## src/rtl/can_frame_tx_if.sv

```systemverilog
// CAN transmit serializer port bundle: request, frame fields, bit strobe and serial status.
// Latency: none, wires only.
// Backpressure: none; start is a one-cycle request, honoured only while the serializer is idle.
interface can_frame_tx_if;
    logic        enable;
    logic        start;
    logic [10:0] msgId;
    logic [3:0]  msgSize;
    logic [63:0] dataIn;
    logic        bitPulse;
    logic        dOut;
    logic        busy;
    logic        completeTx;
    logic        stuffBit;

    modport master (
        output enable, start, msgId, msgSize, dataIn, bitPulse,
        input  dOut, busy, completeTx, stuffBit
    );

    modport slave (
        input  enable, start, msgId, msgSize, dataIn, bitPulse,
        output dOut, busy, completeTx, stuffBit
    );
endinterface

```

## src/rtl/can_frame_tx.sv

```systemverilog
// CAN frame serializer: SOF, ID, RTR/IDE/r0, DLC and data with bit stuffing; optional CRC-15 and delimiter under CAN_CRC_EN.
// Latency: SOF is driven on the first bitPulse after an accepted start; each later bit takes one bitPulse.
// Backpressure: start is ignored while busy or disabled; busy stays high until the completeTx pulse.
module can_frame_tx #(
    parameter int MAX_BYTES = 8,
    parameter int STUFF_RUN = 5
) (
    input  logic           clk,
    input  logic           reset,
    can_frame_tx_if.slave  bus
);

    typedef enum logic [2:0] {
        s_idle,
        s_field,
        s_crc,
        s_delim,
        s_done
    } state_t;

    localparam int FRAME_W = 83;  // SOF + ID + RTR/IDE/r0 + DLC + 64 data bits

    state_t               state_q, state_d;
    logic [FRAME_W-1:0]   frame_q, frame_d;   // shifts left; MSB is the next field bit
    logic [6:0]           len_q, len_d;       // unstuffed field length, 19 + 8*N
    logic [6:0]           bit_ptr_q, bit_ptr_d;
    logic [2:0]           run_len_q, run_len_d;
    logic                 last_bit_q, last_bit_d;
    logic                 dout_q, dout_d;
    logic                 stuff_q, stuff_d;
`ifdef CAN_CRC_EN
    logic [14:0]          crc_q, crc_d;
`endif

    logic [3:0]           nbytes;
    logic [6:0]           seg_len;
    logic                 next_bit;

    // Next-state: accept a request, then emit one field, stuff, CRC or delimiter bit per bitPulse.
    always_comb begin
        state_d    = state_q;
        frame_d    = frame_q;
        len_d      = len_q;
        bit_ptr_d  = bit_ptr_q;
        run_len_d  = run_len_q;
        last_bit_d = last_bit_q;
        dout_d     = dout_q;
        stuff_d    = stuff_q;
`ifdef CAN_CRC_EN
        crc_d      = crc_q;
`endif
        nbytes     = (bus.msgSize > 4'(MAX_BYTES)) ? 4'(MAX_BYTES) : bus.msgSize;
        seg_len    = (state_q == s_crc) ? 7'd15 : len_q;
        next_bit   = frame_q[FRAME_W-1];
`ifdef CAN_CRC_EN
        if (state_q == s_crc) begin
            next_bit = crc_q[14];
        end
`endif

        case (state_q)
            s_idle: begin
                if (bus.enable && bus.start) begin
                    frame_d    = {1'b0, bus.msgId, 3'b000, bus.msgSize, bus.dataIn};
                    len_d      = 7'd19 + {nbytes, 3'b000};
                    bit_ptr_d  = 7'd0;
                    // lastBit=1 so SOF (dominant) always opens a fresh run
                    run_len_d  = 3'd0;
                    last_bit_d = 1'b1;
`ifdef CAN_CRC_EN
                    crc_d      = 15'd0;
`endif
                    state_d    = s_field;
                end
            end

            s_field, s_crc: begin
                if (bus.bitPulse) begin
                    if (run_len_q == 3'(STUFF_RUN)) begin
                        // Complement stuff bit; it starts a new run and the pointer holds.
                        dout_d     = ~last_bit_q;
                        last_bit_d = ~last_bit_q;
                        run_len_d  = 3'd1;
                        stuff_d    = 1'b1;
                    end else if (bit_ptr_q < seg_len) begin
                        dout_d     = next_bit;
                        last_bit_d = next_bit;
                        run_len_d  = (next_bit == last_bit_q) ? run_len_q + 3'd1 : 3'd1;
                        stuff_d    = 1'b0;
                        bit_ptr_d  = bit_ptr_q + 7'd1;
                        if (state_q == s_field) begin
                            frame_d = {frame_q[FRAME_W-2:0], 1'b0};
`ifdef CAN_CRC_EN
                            crc_d = {crc_q[13:0], 1'b0} ^
                                    ((next_bit ^ crc_q[14]) ? 15'h4599 : 15'h0000);
                            // CRC follows the data seamlessly; stuffing continues across the boundary
                            if (bit_ptr_q + 7'd1 == len_q) begin
                                bit_ptr_d = 7'd0;
                                state_d   = s_crc;
                            end
`endif
                        end
`ifdef CAN_CRC_EN
                        else begin
                            crc_d = {crc_q[13:0], 1'b0};
                        end
`endif
                    end else begin
                        // Segment done and no stuff pending.
                        dout_d  = 1'b1;
                        stuff_d = 1'b0;
`ifdef CAN_CRC_EN
                        state_d = s_delim;  // delimiter is recessive and leaves runLen alone
`else
                        state_d = s_done;
`endif
                    end
                end
            end

            s_delim: begin
                if (bus.bitPulse) begin
                    dout_d  = 1'b1;
                    stuff_d = 1'b0;
                    state_d = s_done;
                end
            end

            s_done: begin
                state_d = s_idle;
            end

            default: begin
                state_d = s_idle;
            end
        endcase
    end

    // State and datapath registers with synchronous reset.
    always_ff @(posedge clk) begin
        if (reset) begin
            state_q    <= s_idle;
            frame_q    <= '0;
            len_q      <= '0;
            bit_ptr_q  <= '0;
            run_len_q  <= '0;
            last_bit_q <= 1'b1;
            dout_q     <= 1'b1;
            stuff_q    <= 1'b0;
`ifdef CAN_CRC_EN
            crc_q      <= '0;
`endif
        end else begin
            state_q    <= state_d;
            frame_q    <= frame_d;
            len_q      <= len_d;
            bit_ptr_q  <= bit_ptr_d;
            run_len_q  <= run_len_d;
            last_bit_q <= last_bit_d;
            dout_q     <= dout_d;
            stuff_q    <= stuff_d;
`ifdef CAN_CRC_EN
            crc_q      <= crc_d;
`endif
        end
    end

    assign bus.dOut       = dout_q;
    assign bus.stuffBit   = stuff_q;
    assign bus.completeTx = (state_q == s_done);
    assign bus.busy       = (state_q != s_idle) && (state_q != s_done);

endmodule

```

## src/flat_wrapper.sv

```systemverilog
// flat-port wrapper written by rule: the top's interface ports become plain ports
module can_frame_tx_flat 
#(
    parameter int MAX_BYTES = 8,
    parameter int STUFF_RUN = 5
)
  (clk, reset, bus_enable, bus_start, bus_msgId, bus_msgSize, bus_dataIn, bus_bitPulse, bus_dOut, bus_busy, bus_completeTx, bus_stuffBit);
  can_frame_tx_if bus_i ();
  input  logic clk;
  input  logic reset;
  input wire logic [$bits(bus_i.enable)-1:0] bus_enable;
  input wire logic [$bits(bus_i.start)-1:0] bus_start;
  input wire logic [$bits(bus_i.msgId)-1:0] bus_msgId;
  input wire logic [$bits(bus_i.msgSize)-1:0] bus_msgSize;
  input wire logic [$bits(bus_i.dataIn)-1:0] bus_dataIn;
  input wire logic [$bits(bus_i.bitPulse)-1:0] bus_bitPulse;
  output wire logic [$bits(bus_i.dOut)-1:0] bus_dOut;
  output wire logic [$bits(bus_i.busy)-1:0] bus_busy;
  output wire logic [$bits(bus_i.completeTx)-1:0] bus_completeTx;
  output wire logic [$bits(bus_i.stuffBit)-1:0] bus_stuffBit;
  assign bus_i.enable = bus_enable;
  assign bus_i.start = bus_start;
  assign bus_i.msgId = bus_msgId;
  assign bus_i.msgSize = bus_msgSize;
  assign bus_i.dataIn = bus_dataIn;
  assign bus_i.bitPulse = bus_bitPulse;
  assign bus_dOut = bus_i.dOut;
  assign bus_busy = bus_i.busy;
  assign bus_completeTx = bus_i.completeTx;
  assign bus_stuffBit = bus_i.stuffBit;
  can_frame_tx #(.MAX_BYTES(MAX_BYTES), .STUFF_RUN(STUFF_RUN)) u_core (.clk(clk), .reset(reset), .bus(bus_i));
endmodule
```

## config.mk

```make
export PLATFORM = sky130hd
export DESIGN_NAME = can_frame_tx_flat
export DESIGN_NICKNAME = d
export VERILOG_FILES = /design/src/rtl/can_frame_tx_if.sv /design/src/rtl/can_frame_tx.sv /design/src/flat_wrapper.sv
export SDC_FILE = /design/constraint.sdc
export NUM_CORES = 1
export LEC_CHECK = 0
export ABC_AREA = 1
export CORE_MARGIN = 3
export CORE_UTILIZATION = 64
export DETAILED_ROUTE_END_ITERATION = 10
export DONT_BUFFER_PORTS = 1
export PLACE_DENSITY = 0.77
export SLEW_MARGIN = 20
export SYNTH_ARGS = -nofsm -noshare
export SYNTH_HDL_FRONTEND = slang
export SYNTH_SLANG_ARGS = --single-unit
```

## constraint.sdc

```tcl
create_clock -name clk -period 4.55 [get_ports clk]
set_input_delay 0.6825 -clock clk [delete_from_list [all_inputs] [get_ports clk]]
set_output_delay 0.6825 -clock clk [all_outputs]
set_load 0.02 [all_outputs]
```

; After elaboration in Yosys (flattened, before gate mapping)
; Index checks and enable logic that the tools add are counted.
[classes]
addsub = 3
n_lt_le_gt_ge = 2
eq_ne = 15
mux = 39
bitwise_logic = 1
n_reduce_logical = 13
[op_table]
columns = op, count
row1 = 83-bit 2-to-1 mux, 5
row2 = 83-bit one-hot mux with 2 select lines, 1
row3 = 7-bit 2-to-1 mux, 5
row4 = 3-bit 2-to-1 mux, 10
row5 = 7-bit one-hot mux with 2 select lines, 1
row6 = 1-bit 2-to-1 mux, 11
row7 = 5-bit AND reduction, 2
row8 = 3-bit one-hot mux with 3 select lines, 1
row9 = "2-bit inequality test, second input constant", 4
row10 = "5-bit by 7-bit adder with 7-bit output, first input constant", 1
row11 = "7-bit by 1-bit adder with 7-bit output, second input constant", 1
row12 = 7-bit less-than comparator, 1
row13 = "3-bit by 2-bit equality test with 1-bit output, second input constant", 2
row14 = "3-bit equality test, second input constant", 2
row15 = "2-bit by 1-bit inequality test with 1-bit output, second input constant", 3
row16 = 1-bit one-hot mux with 2 select lines, 3
row17 = 3-bit one-hot mux with 2 select lines, 1
row18 = 6-bit AND reduction, 1
row19 = "4-bit > comparator, second input constant", 1
row20 = 4-bit 2-to-1 mux, 1
row21 = 4-bit AND reduction, 1
row22 = 2-bit nonzero test, 2
row23 = "3-bit by 1-bit adder with 3-bit output, second input constant", 1
row24 = "3-bit by 1-bit equality test with 1-bit output, second input constant", 1
row25 = other kinds (10), 11
[word_totals]
regBits = 106
in_bits = 84
output_inout_bits = 4
elab_cells = 81

; Logic depth before layout (Yosys ltp)
; Gate-level depths: netlist of the first run.
[depth]
depth_word = 7
depth_mapped = 12
mapped_depth_nobuf = 11

; Worst setup path after synthesis of the first run
; No wires, ideal clock.
[synth_path]
path_kind = flip-flop to flip-flop
from = reg u_core.bit_ptr_q[6]
to = reg u_core.bit_ptr_q[0]
setup_time_ns = 0.116
arrival_ns = 1.678
required_time_ns = 4.434
path_slack_ns = 2.756
path_stages_with_launch = 12
n_path_buf = 2
period_less_slack_ns = 1.794
cell_sequence = dfxtp_1 ha_1 nand2_1 inv_1 a21oi_1 nand2_1 nand2_1 nand2_2 buf_4 buf_4 o21ai_0 nor2_1
[synth_via]
elab_chain_cells = 3
[synth_lines]
columns = element, line_no
row1 = from (decl), can_frame_tx.sv:26  ; logic [6:0] bit_ptr_q, bit_ptr_d;
row2 = from (signal assigned), can_frame_tx.sv:157  ; bit_ptr_q <= bit_ptr_d;
row3 = 7-bit less-than comparator, can_frame_tx.sv:85  ; end else if (bit_ptr_q < seg_len) begin
row4 = 2-bit by 1-bit inequality test with 1-bit output (no line), --
row5 = 5-bit AND reduction (no line), --
; Every way passes these cells.
; A chain may end at the register's enable or synchronous reset.

; Worst setup path after layout of the first run
[layout_path]
from = reg u_core.bit_ptr_q[5]
to = reg u_core.frame_q[48]
[layout_via]
elab_chain_cells = 3
[layout_lines]
columns = element, line_no
row1 = 7-bit less-than comparator, can_frame_tx.sv:85
row2 = 2-bit by 1-bit inequality test with 1-bit output (no line), --
row3 = 6-bit AND reduction (no line), --
row4 = to (signal assigned), can_frame_tx.sv:155  ; frame_q <= frame_d;
row5 = to (decl), can_frame_tx.sv:24  ; logic [FRAME_W-1:0] frame_q, frame_d;
; Every way passes these cells.

==> impl_summary.md, run 1 <==
Logic synthesis
The synthesized area per cell is about 6.4 um^2. The post-synthesis xor/xnor area fraction is less than 1%. The area fraction in compound gates after synthesis is a little under an eighth.

The distinct cell type count after synthesis is 27. Synthesis produced 786 cells. The largest total area in the synthesized netlist belongs to dfxtp_1.

The combinational family with the most area after synthesis is simple AND/OR/NAND/NOR gates. The top cell type by area accounts for between 40 and 50% of the synthesized area. The synthesized netlist devotes between 2 and 2.5% of its cell area to adder and majority cells. After synthesis, the cell types taking the most area are dfxtp_1 41%, nand2_1 21%, nor2_1 13%. After synthesis, the share of cell area in mux cells is 0%. Summing the areas of all and, or, nand and nor instances in the mapped netlist gives between 30 and 40% of the synthesized area. The sequential area share after synthesis is approximately two fifths. The synthesized netlist occupies a cell area of approximately 0.0050 mm^2. The total nets after synthesis is ~900.

For this run, the number of Yosys warnings is 0. The post-synthesis register bit count is 103.

Clock network
The clock slew at the register clock pins of the worst setup and hold paths is ~90 ps. The clock reaches the later pin of the worst-skew pair after about 360 ps. The clock drives slightly above 100 sinks. Buffers inserted to repair hold after CTS numbered 0. Counting along the longest clock path gives a buffer depth of 2. The root buffer cell is clkbuf_8. The deepest level of the CTS H-tree is 3.

In this run, post-CTS repair resized a total of 0 instances. The clock tree from TritonCTS is done. The total clock buffers created by CTS is 9.

The number of setup buffers added after CTS is 0.

Place
The congestion estimate from routability-driven global placement came to 0.862. The placed instance count is ~840. The number of I/O port buffers is 0. The wire-length estimate of the detail-placed layout is between 6 and 7 mm.

Critical path
The critical path endpoint category is a flip-flop. On the critical path, the stage with the largest delay is an instance of nand2_2. The data arrival time of the critical path is about 3000 ps. The largest single stage delay on the critical path is approximately 530 ps. The signal on the critical path passes through ha_1 > nand2_1 > inv_1 > a21oi_1 > nand2_1 > nand2_1 > nand2_2 > buf_4 > o21ai_0 > nor2_1. The combined buffer and inverter count along the critical path is 2.

The cell class contributing the biggest share of worst-path delay is simple AND/OR/NAND/NOR gates. In this run the worst path has a maximum fanout of 56. The critical path in this run is classified as reg2reg. Data on the critical path is required at its endpoint by ~4800 ps. The cell that appears most often on the critical path is nand2_1.

The worst setup path is launched from a flip-flop.

Global route
The combined global-route utilization of all metal layers is 23.6%. The number of global-route vias before repair is roughly 4000. In the global route stage, met2 resource usage came out at about 42%. The layer flagged by global routing as most heavily used is met2. Global routing consumed, on the met1 layer, around 30% of the routing resources. The met3 global-route usage is under 10%.

The initial antenna violation count is 0. Entering global routing, the biggest net connects 92 pins. Global routing finished with a remaining overflow of 0. The first global-routing pass estimated ~17 mm of wire.

Detailed routing
The number of iterations in the first detailed-routing pass is 4. Once detail routing completed, the nets flagged for antenna violations numbered 0. Dividing the detail-routed wire length by the instance count gives 12.2 um. The first-iteration detailed-routing DRC count is 200. The routed via count divided by cell count is 5.27.

The detailed router placed 4525 vias in this run. After detailed routing, the total wire length is between 10 and 15 mm. For this run, design rule violations remaining after detail routing come to 0.

Cells and area
Leaving out fill and tap cells, the most frequent cell in the layout is nand2_1. In the final layout, the multi-input gates occupy approximately 0.0026 mm^2. The register area is between 0.002 and 0.0025 mm^2.

After filler insertion, the fill cell instance count of the layout stands at about 670. The repair_antennas step left the layout with diodes totalling 0. After the last flow step, the layout net total stands at 850. After the flow finishes, the layout carries non-filler instances totaling between 800 and 900. The share of post-route cells with drive strength above 1 is ~3.9%. The synthesis-to-finish area growth is 4.36%. The top cell types in the final layout, fill and taps aside, are 274 x nand2_1, 177 x nor2_1, 103 x dfxtp_1.

STA
The ratio of final minimum period to clock period is roughly three fifths. Derived from the worst setup path, the maximum achievable clock frequency is around 370 MHz. The count of pins over their slew limit is 0. Setup repair after global routing left no endpoint under its margin. Final hold analysis gives a worst-case slack of between 300 and 400 ps. The final setup TNS is 0 ps. After layout, the minimum clock period comes to about 2700 ps. The worst pin sits at a relative slew slack of between 30% and 40%. The number of hold-slack violations in the final timing report is 0. For the pin with the worst max-slew slack, the measured transition is roughly 950 ps. The final number of setup-violating endpoints is 0. The clock skew is 12.3 ps.

Power
The switching share of total power is 28.3%. Internal power comes to roughly 1.5 mW. In this run, the combinational gates consume 18.4% of the power. The fraction of power consumed by the clock network is 31.6%. The switching component of the power is slightly below 0.6 mW.

For this design the static power due to leakage is about 2.4 nW. Across the VDD grid, the largest voltage drop is roughly 0.29 mV. The power density over the cells is 403 mW/mm^2. Per report_power, the sequential group accounts for between 50% and 60% of the total.

Floorplan
For this configuration, the core starts out at a cell density of between 60% and 70%. The die is approximately 94 um tall. Row generation in the floorplan step produced 31 rows.

The floorplan step defined a die boundary enclosing ~0.0089 mm^2. In this run the standard cell core region covers between 0.007 and 0.008 mm^2. The number of top-level pins is 88. The die is approximately 94 um wide.

Worst hold path
The type of the tightest min-delay check is in2reg.

Outcome
The run finished with clean final reports.

Job
The tool flagged a number of max-cap violations equal to 0.
power groups by stage:
stage,logic (mW),registers (mW),clock network (mW)
2_1_floorplan,0.326,1.06,0
3_3_place_gp,0.367,1.07,0
3_5_place_dp,0.380,1.07,0
4_1_cts,0.383,1.05,0.674
5_1_grt,0.454,1.06,0.702
6_report,0.387,1.05,0.663
layout make-up:
class | count | area share (%)
multi-input cells | 608 | 50.2
clock inverters | 4 | 1.82
well taps | 99 | 2.38
repair buffers | 7 | 1.39
inverters | 28 | 2.02
flip-flops and latches | 103 | 39.5
clock buffers | 10 | 2.64
metrics by stage:
step	power, mW	utilization (%)	setup WS (ps)	cell area (um^2)
2_1_floorplan	1.38	-	2760	5000
3_3_place_gp	1.43	66.9	1860	4950
3_5_place_dp	1.45	66.9	1800	4950
4_1_cts	2.11	70.0	1770	5190
5_1_grt	2.22	70.4	1550	5210
6_report	2.10	70.4	1860	5210
Yosys cell counts, drive strengths merged:
library cell    n
xnor2           2
nor3b           2
nand2         278
clkinv          1
a21oi          19
nand3          24
xor2            2
clkbuf         25
inv            27
buf            22
a31oi           1
nor2          178
dfxtp         103
o2111ai         1
o21ai          86
nand4           2
a21boi          1
and2            1
ha              9
a211oi          2
final timing paths:
| check | start | to | slack (ps) | depth (start not counted) |
|---|---|---|---|---|
| max | u_core.bit_ptr_q[5] | u_core.frame_q[48] | 1860 | 10 |
| min | reset | u_core.state_q[2] | 380 | 1 |
| max reg2reg | u_core.bit_ptr_q[5] | u_core.frame_q[48] | 1860 | 10 |
| min reg2reg | u_core.len_q[5] | u_core.len_q[5] | 470 | 2 |
sequential cells by signal (all words and copies together), names as in the netlist:
register / flops
u_core.bit_ptr_q: 7
u_core.bus.dOut: 1
u_core.bus.stuffBit: 1
u_core.frame_q: 83
u_core.last_bit_q: 1
u_core.len_q: 5
u_core.run_len_q: 3
u_core.state_q: 2
cells by family (layout without fill, tap and decap cells):
group	Yosys count	after routing
AND/OR/NAND/NOR	485	485
AO/OA/AOI/OAI	110	110
flip-flops	103	103
buffers and inverters	75	49
adder cells (fa/ha/maj)	9	9
XOR/XNOR	4	4
metal layers:
metal	wire length, um	share of wire, %	vias up
met2	4970	47	97
li1	-	-	2392
met4	129	1.2	0
met3	471	4.5	13
met5	0	0	-
met1	4900	47	2023
(Power assumes the default switching activity.)
==> inputs of run 2 (changes only) <==
--- a/config.mk
+++ b/config.mk
@@ -7,10 +7,10 @@
 export LEC_CHECK = 0
 export ABC_AREA = 1
 export CORE_MARGIN = 3
-export CORE_UTILIZATION = 64
+export CORE_UTILIZATION = 63
 export DETAILED_ROUTE_END_ITERATION = 10
 export DONT_BUFFER_PORTS = 1
-export PLACE_DENSITY = 0.77
+export PLACE_DENSITY = 0.76
 export SLEW_MARGIN = 20
 export SYNTH_ARGS = -nofsm -noshare
 export SYNTH_HDL_FRONTEND = slang
==> constraint.sdc (replaced) <==
create_clock -name clk -period 2.6 [get_ports clk]
set_input_delay 0.39 -clock clk [delete_from_list [all_inputs] [get_ports clk]]
set_output_delay 0.39 -clock clk [all_outputs]
set_load 0.02 [all_outputs]
==> impl_summary.md, run 2 (synthesized netlist as in run 1, its figures left out) <==
Cells and area
The sequential cells in the finished layout cover a total of slightly above 0.002 mm^2. In the layout the commonest cells are 274 x nand2_1, 177 x nor2_1, 103 x dfxtp_1. The number of diodes added for antenna fixing is 0. In the final layout, the registers with the most flip-flops are u_core.frame_q: 83 flops, u_core.bit_ptr_q: 7 flops, u_core.len_q: 5 flops. The number of fill cells in the layout is around 670. The register containing the most flip-flops in the final layout is u_core.frame_q. In the final design database the tool counted roughly 850 nets.

The most common library cell in the layout ignoring fill and taps is nand2_1. The number of flip-flops in the largest register is a little over 80. In the final layout, the share of cells above drive strength 1 is 4.20%. The area occupied by multi-input gates is between 0.002 and 0.003 mm^2.

The synthesis-to-finish area growth is 3.33%.

Critical path
The critical path is of the reg2reg type. The worst register-to-register path has a depth of 8. Counting stages on the worst path, the most repeated cell is nor2_1. The critical register-to-register path startpoint is u_core.state_q[0]. The maximum net fanout on the critical path is 22.

For this run, the slowest stage of the critical path takes between 500 and 600 ps. STA puts the critical path data arrival time at 2390 ps. The critical path endpoint category is a flip-flop.

STA puts the critical path data required time at about 2900 ps. Traced cell by cell, the critical path runs through nand2_2 > inv_2 > nand2_1 > nand2_4 > a21boi_4 > buf_4 > nor2_1 > nor2_1. The slowest stage of the critical path belongs to the cell dfxtp_1. STA classifies the critical path startpoint as a flip-flop. In this run the critical register-to-register path is captured at u_core.frame_q[7].

For flop-to-flop paths, the worst setup slack is slightly below 500 ps.

Outcome
The flow ran to the end, and the final reports show no timing, DRC or antenna violations.

STA
In the final timing run, aggregate negative setup slack is 0 ps. The tightest hold path in the finished design has a slack of 93.8 ps. The worst path in the final design needs a cycle of between 2000 and 2500 ps, including I/O delays and setup.

The worst path uses about four fifths of the clock period. The worst slew slack as a fraction of its limit is 50.8%. The count of pins over their slew limit is 0. The actual transition at the worst max-transition pin is 737 ps.

Across the routed clock network, the largest skew measured is approximately 13 ps. Setup violations remaining at the end of the flow were counted as 0. The number of hold-slack violations in the final timing report was 0.

For this run, the top clock speed supported by timing is approximately 470 MHz. Setup repair after global routing left no endpoint under its margin.

Job
Across the run, the number of max-cap violations was 0.

Clock network
TritonCTS built the clock tree. The clock passes through at most 2 buffers. After clock tree synthesis, the setup repair step added 0 buffers. The total clock buffers created by CTS is 9.

The number of gates resized after CTS is 0. CTS saw slightly above 100 sinks. After clock tree synthesis, the clock-pin slew on the worst setup and hold paths is around 100 ps. The H-tree was split into 3 levels. The count of hold-fix buffers inserted at cts is 0. The clock latency reported for the late side of the worst-skew pair is about 350 ps.

CTS placed an instance of clkbuf_8 at the clock tree root.

Floorplan
The width of the chip is approximately 95 um. The area of the placeable core is around 0.0075 mm^2. Row generation in the floorplan step produced 31 rows. The initial core utilization is about two thirds.

The total die area is around 0.009 mm^2. The die span in y is between 90 and 100 um. approximately 90 I/O pins were placed.

Place
The global placer's final weighted congestion is around 0.83. Port buffering added 0 buffers. The final HPWL from detailed placement is about 6.7 mm.

Worst hold path
The path class of the tightest hold or removal check is in2reg. Counting instances, the worst hold path has a depth of 1. In this run the most critical hold path is launched from reset. The worst hold path terminates at u_core.frame_q[69].

Global route
The combined global-route utilization of all metal layers is between 20% and 30%. The initial antenna violation count is 0. After global routing the overflow that remains totals 0. The largest net degree at the start of global routing is between 80 and 90. The first global-routing pass estimated between 15 and 20 mm of wire.

The number of global-route vias before repair is 4080.

Detailed routing
The first-iteration detailed-routing DRC count is about 270. The final layout contains routed wiring with a total length of around 10 mm. After detailed routing, the number of remaining DRC violations is 0.

Detailed routing inserted a total of between 4000 and 5000 vias. In the routed layout, each cell is associated on average with a via count of between 5 and 6. In this run the remaining antenna-violating nets after routing total 0. In the final routed layout, each cell accounts on average for between 10 and 15 um. The first detailed-routing pass took 5 iterations.

Power
The worst ir drop on vdd is 0.297 mV. For this design the static power due to leakage is approximately 2.4 nW. Power spread over the standard cell area amounts to about 650 mW/mm^2.
run 2: through the flow:
stage	total power [mW]	instance area, um^2	cells	utilization [%]	worst slack [ps]
final	3.38	5160	861	69.0	492
after CTS	3.41	5160	861	69.0	464
after detailed placement	2.55	5000	847	66.8	493
after global placement	2.52	5000	847	66.8	535
after floorplan	2.42	5000	786	-	806
after global routing	3.60	5160	861	69.0	280
run 2: layer usage:
layer / global-route usage, % / part of all wire, % / vias to the layer above
met4: 7.09 / 0.84 / 0
met1: 29.7 / 46 / 2013
met2: 41.9 / 48 / 101
met5: 0 / 0 / -
met3: 3.95 / 5.8 / 6
li1: - / - / 2395
run 2: area by class of cell:
type | instances | area share [%]
Sequential cell | 103 | 39.9
Inverter | 28 | 2.04
Clock inverter | 5 | 0.727
Timing Repair Buffer | 9 | 1.79
Clock buffer | 9 | 2.40
Multi-Input combinational cell | 608 | 50.7
Tap cell | 99 | 2.40
run 2: critical path: cells and delay by family (launching register included):
kind | cells | cell delay, ps
AOI/OAI and AO/OA | 1 | 300
buffers and inverters | 2 | 600
and+or+nand+nor | 5 | 580
DFF | 1 | 530
run 2: power breakdown:
| group | switching (mW) | leakage (nW) | internal, mW | total [mW] |
|---|---|---|---|---|
| combinational | 0.438 | 1.48 | 0.237 | 0.675 |
| sequential | 0.0945 | 0.848 | 1.74 | 1.84 |
| clock | 0.524 | 0.0771 | 0.339 | 0.863 |
| total | 1.06 | 2.41 | 2.32 | 3.38 |
run 2: worst max-delay path by stage:
| stage | startpoint | endpoint | slack [ps] | cells after the start |
|---|---|---|---|---|
| finish | u_core.state_q[0] | u_core.frame_q[7] | 490 | 8 |
| global placement | u_core.state_q[0] | u_core.frame_q[20] | 540 | 8 |
| floorplan | u_core.bit_ptr_q[6] | u_core.bit_ptr_q[0] | 810 | 11 |
| global route | u_core.len_q[6] | u_core.frame_q[25] | 280 | 11 |
| CTS | u_core.state_q[0] | u_core.frame_q[1] | 460 | 8 |
| detailed placement | u_core.state_q[0] | u_core.frame_q[7] | 490 | 8 |
==> inputs of run 3 (changes only) <==
--- a/config.mk
+++ b/config.mk
@@ -7,10 +7,10 @@
 export LEC_CHECK = 0
 export ABC_AREA = 1
 export CORE_MARGIN = 3
-export CORE_UTILIZATION = 63
+export CORE_UTILIZATION = 57
 export DETAILED_ROUTE_END_ITERATION = 10
 export DONT_BUFFER_PORTS = 1
-export PLACE_DENSITY = 0.76
+export PLACE_DENSITY = 0.72
 export SLEW_MARGIN = 20
 export SYNTH_ARGS = -nofsm -noshare
 export SYNTH_HDL_FRONTEND = slang
==> constraint.sdc (replaced) <==
create_clock -name clk -period 1.75 [get_ports clk]
set_input_delay 0.2625 -clock clk [delete_from_list [all_inputs] [get_ports clk]]
set_output_delay 0.2625 -clock clk [all_outputs]
set_load 0.02 [all_outputs]
==> impl_summary.md, run 3 (synthesized netlist as in run 1, its figures left out) <==
Power
The part of the power in registers is a little under half. Of the total power, the share spent switching nets is roughly a third. The worst ir drop on vdd is approximately 0.51 mV. The part of the total power dissipated in combinational logic is approximately 29%. The fraction of power consumed by the clock network is around a quarter.

Total power for the finished layout comes to approximately 5.9 mW. Cell internal power was estimated by the tool at around 4 mW. In this run the power density over the cells is about 950 mW/mm^2. Summed over all nets, the switching power comes to 1.97 mW. Summed over all cells, the static leakage comes to roughly 2.8 nW.

Cells and area
The repair_antennas step left the layout with diodes totalling 0. The final core utilization is 74.5%. The synthesis-to-finish area growth is 24.9%. The finished layout cell area is between 0.006 and 0.007 mm^2. More flip-flops sit in one register than any other, and that register is u_core.frame_q.

The largest registers in the layout are u_core.frame_q: 83 flops, u_core.bit_ptr_q: 7 flops, u_core.len_q: 5 flops. The number of fill cells in the layout is between 600 and 700. The share of post-route cells with drive strength above 1 is approximately a fifth. The library cells used most frequently in the layout, excluding fill and tap cells, are 258 x nand2_1, 160 x nor2_1, 93 x dfxtp_1.

The library cell used most frequently in the layout, excluding fill and tap cells, is nand2_1. At the end of the flow, the number of nets in the layout was between 800 and 900. The register with the most flip-flops in the layout has 83 of them.

Floorplan
After floorplanning, the core was sized to cover between 0.008 and 0.009 mm^2. The number of top-level pins is between 80 and 90. The floorplan step defined a die boundary enclosing about 0.0099 mm^2. The floorplan has 33 rows. From left edge to right edge, the die measures roughly 100 um. The initial core utilization is approximately three fifths. The die span in y is 99.6 um.

Global route
The first global-routing pass estimated around 20 mm of wire. After global routing the overflow that remains totals 0. The number of global-route vias before repair is between 4000 and 5000. The initial antenna violation count was 0. Global routing consumed, over all layers together, 25.0% of the routing resources. The largest net degree at the start of global routing is 82.

Clock network
The root buffer cell is clkbuf_8. The deepest level of the CTS H-tree is 3. The clock slew at the register clock pins of the worst setup and hold paths is around 110 ps.

The clock passes through at most 2 buffers. Clock tree synthesis found a total of roughly 100 sinks. The total clock buffers created by CTS is 9. The clock latency reported for the late side of the worst-skew pair is about 360 ps. TritonCTS built the clock tree.

Place
At the placement stage, the worst setup path has a slack of -97.6 ps. The global placer's final weighted congestion is between 0.8 and 0.9. The post-detailed-placement cell area is just over 0.005 mm^2.

Port buffering added 0 buffers. The final HPWL from detailed placement is between 7 and 8 mm.

Critical path
The combined buffer and inverter count along the critical path is 4. The slowest cell on the critical path is dfxtp_2. The required time of the worst setup path is 2010 ps. The critical path in this run is classified as reg2reg. The startpoint identified for the worst register-to-register timing path is u_core.len_q[6]. The origin of the worst setup path is u_core.len_q[6]. STA classifies the critical path startpoint as a flip-flop. In this design, the stage delay of the slowest critical-path cell is 340 ps. Traced cell by cell, the critical path runs through inv_2 > ha_4 > nand2_4 > inv_4 > a21oi_4 > nand2_4 > buf_6 > nand2_8 > nand2_8 > buf_12 > o21ai_1 > nor2_1. The cell class contributing the biggest share of worst-path delay is simple AND/OR/NAND/NOR gates. The critical path endpoint category is a flip-flop. Data arrives at the worst endpoint at approximately 2200 ps. Along the worst path, the maximum fanout reaches 16.

Detailed routing
The final routed wirelength across all metal layers is between 10 and 15 mm. In this run, the number of DRC markers left after iteration 0 of detailed routing was about 210. The total vias in the final route is 4962. The pre-antenna-repair detailed-routing pass consisted of 5 iterations. After detailed routing, the number of remaining DRC violations is 0. The count of nets left with antenna violations once routing finished came out at 0. In the final routed layout, each cell accounts on average for about 15 um. After detailed routing, the number of vias per cell comes to approximately 5.5.

STA
Counting I/O delays and the setup requirement, the final critical path takes ~1900 ps. Setup repair after global routing could not meet its margin everywhere. The worst path uses 108% of the clock period. Setup violations remaining at the end of the flow were counted as 88.

The number of hold-slack violations in the final timing report is 0. The actual transition at the worst max-transition pin is between 600 and 700 ps. Summed over all failing endpoints, the final setup total negative slack is -6090 ps. Static timing analysis puts the maximum clock frequency at 527 MHz. The setup slack of the critical path after layout is -149 ps.

The count of pins over their slew limit is 0. Across the routed clock network, the largest skew measured is approximately 16 ps. The worst slew slack as a fraction of its limit is between 50% and 60%.

Worst hold path
The type of the tightest min-delay check is in2reg. The launch instance of the worst min-delay path is reset.

Job
The count of max-cap constraint violations is 0.

Outcome
The checks that failed: negative setup slack. The run finished, with violations left.
## run 3: timing repair
action | 4_1_cts | 5_1_grt
hold buffers | 1 | 0
gates resized for setup | 107 | 106
setup buffers | 11 | 2
cloned | 9 | 4
pin swaps | 14 | 24
setup endpoints to repair | 94 | 95
endpoints found under the hold margin | 12 | 0
## run 3: path summary, 6_finish.rpt
path                                      endpoint  slack [ps]  depth (start not counted)
worst min-delay path             u_core.state_q[0]          40                          3
worst min register to register  u_core.frame_q[69]         470                          2
worst max register to register  u_core.frame_q[31]        -150                         12
worst max-delay path            u_core.frame_q[31]        -150                         12
## run 3: metal layers
metal / wire length (um) / global-route usage (%) / vias to the layer above
li1: - / - / 2492
met1: 5840 / 31.4 / 2301
met2: 6540 / 43.8 / 147
met3: 755 / 3.86 / 22
met4: 303 / 8.19 / 0
met5: 0 / 0 / -
## run 3: power by group through the flow
stage                     sequential (mW)  combinational, mW  clock [mW]
after floorplan                      2.75              0.853           0
after global placement               2.77               1.06           0
after detailed placement             2.78               1.10           0
after CTS                            2.73               1.48        1.47
after global routing                 2.78               1.90        1.58
final                                2.75               1.72        1.45
## run 3: final cells by class
cell class / instances / area (um^2) / share of cell area [%]
multi-input combinational: 609 / 3020 / 48.5
sequential: 103 / 2070 / 33.2
timing repair buffer: 49 / 711 / 11.4
clock buffer: 11 / 151 / 2.43
tap: 105 / 131 / 2.11
inverter: 28 / 110 / 1.76
clock inverter: 5 / 38.8 / 0.621
## run 3: worst min-delay path: cells and delay by family
kind	cells	cell delay [ps]
AND/OR/NAND/NOR	1	60
AO/OA/AOI/OAI	1	30
buffers and inverters	1	30
## run 3: through the flow
| step | hold slack (ps) | std cells |
|---|---|---|
| floorplan | 341 | 786 |
| global placement | 334 | 870 |
| global route | 20.6 | 910 |
| detailed placement | 337 | 870 |
| CTS | 26.6 | 906 |
| finish | 38.3 | 910 |
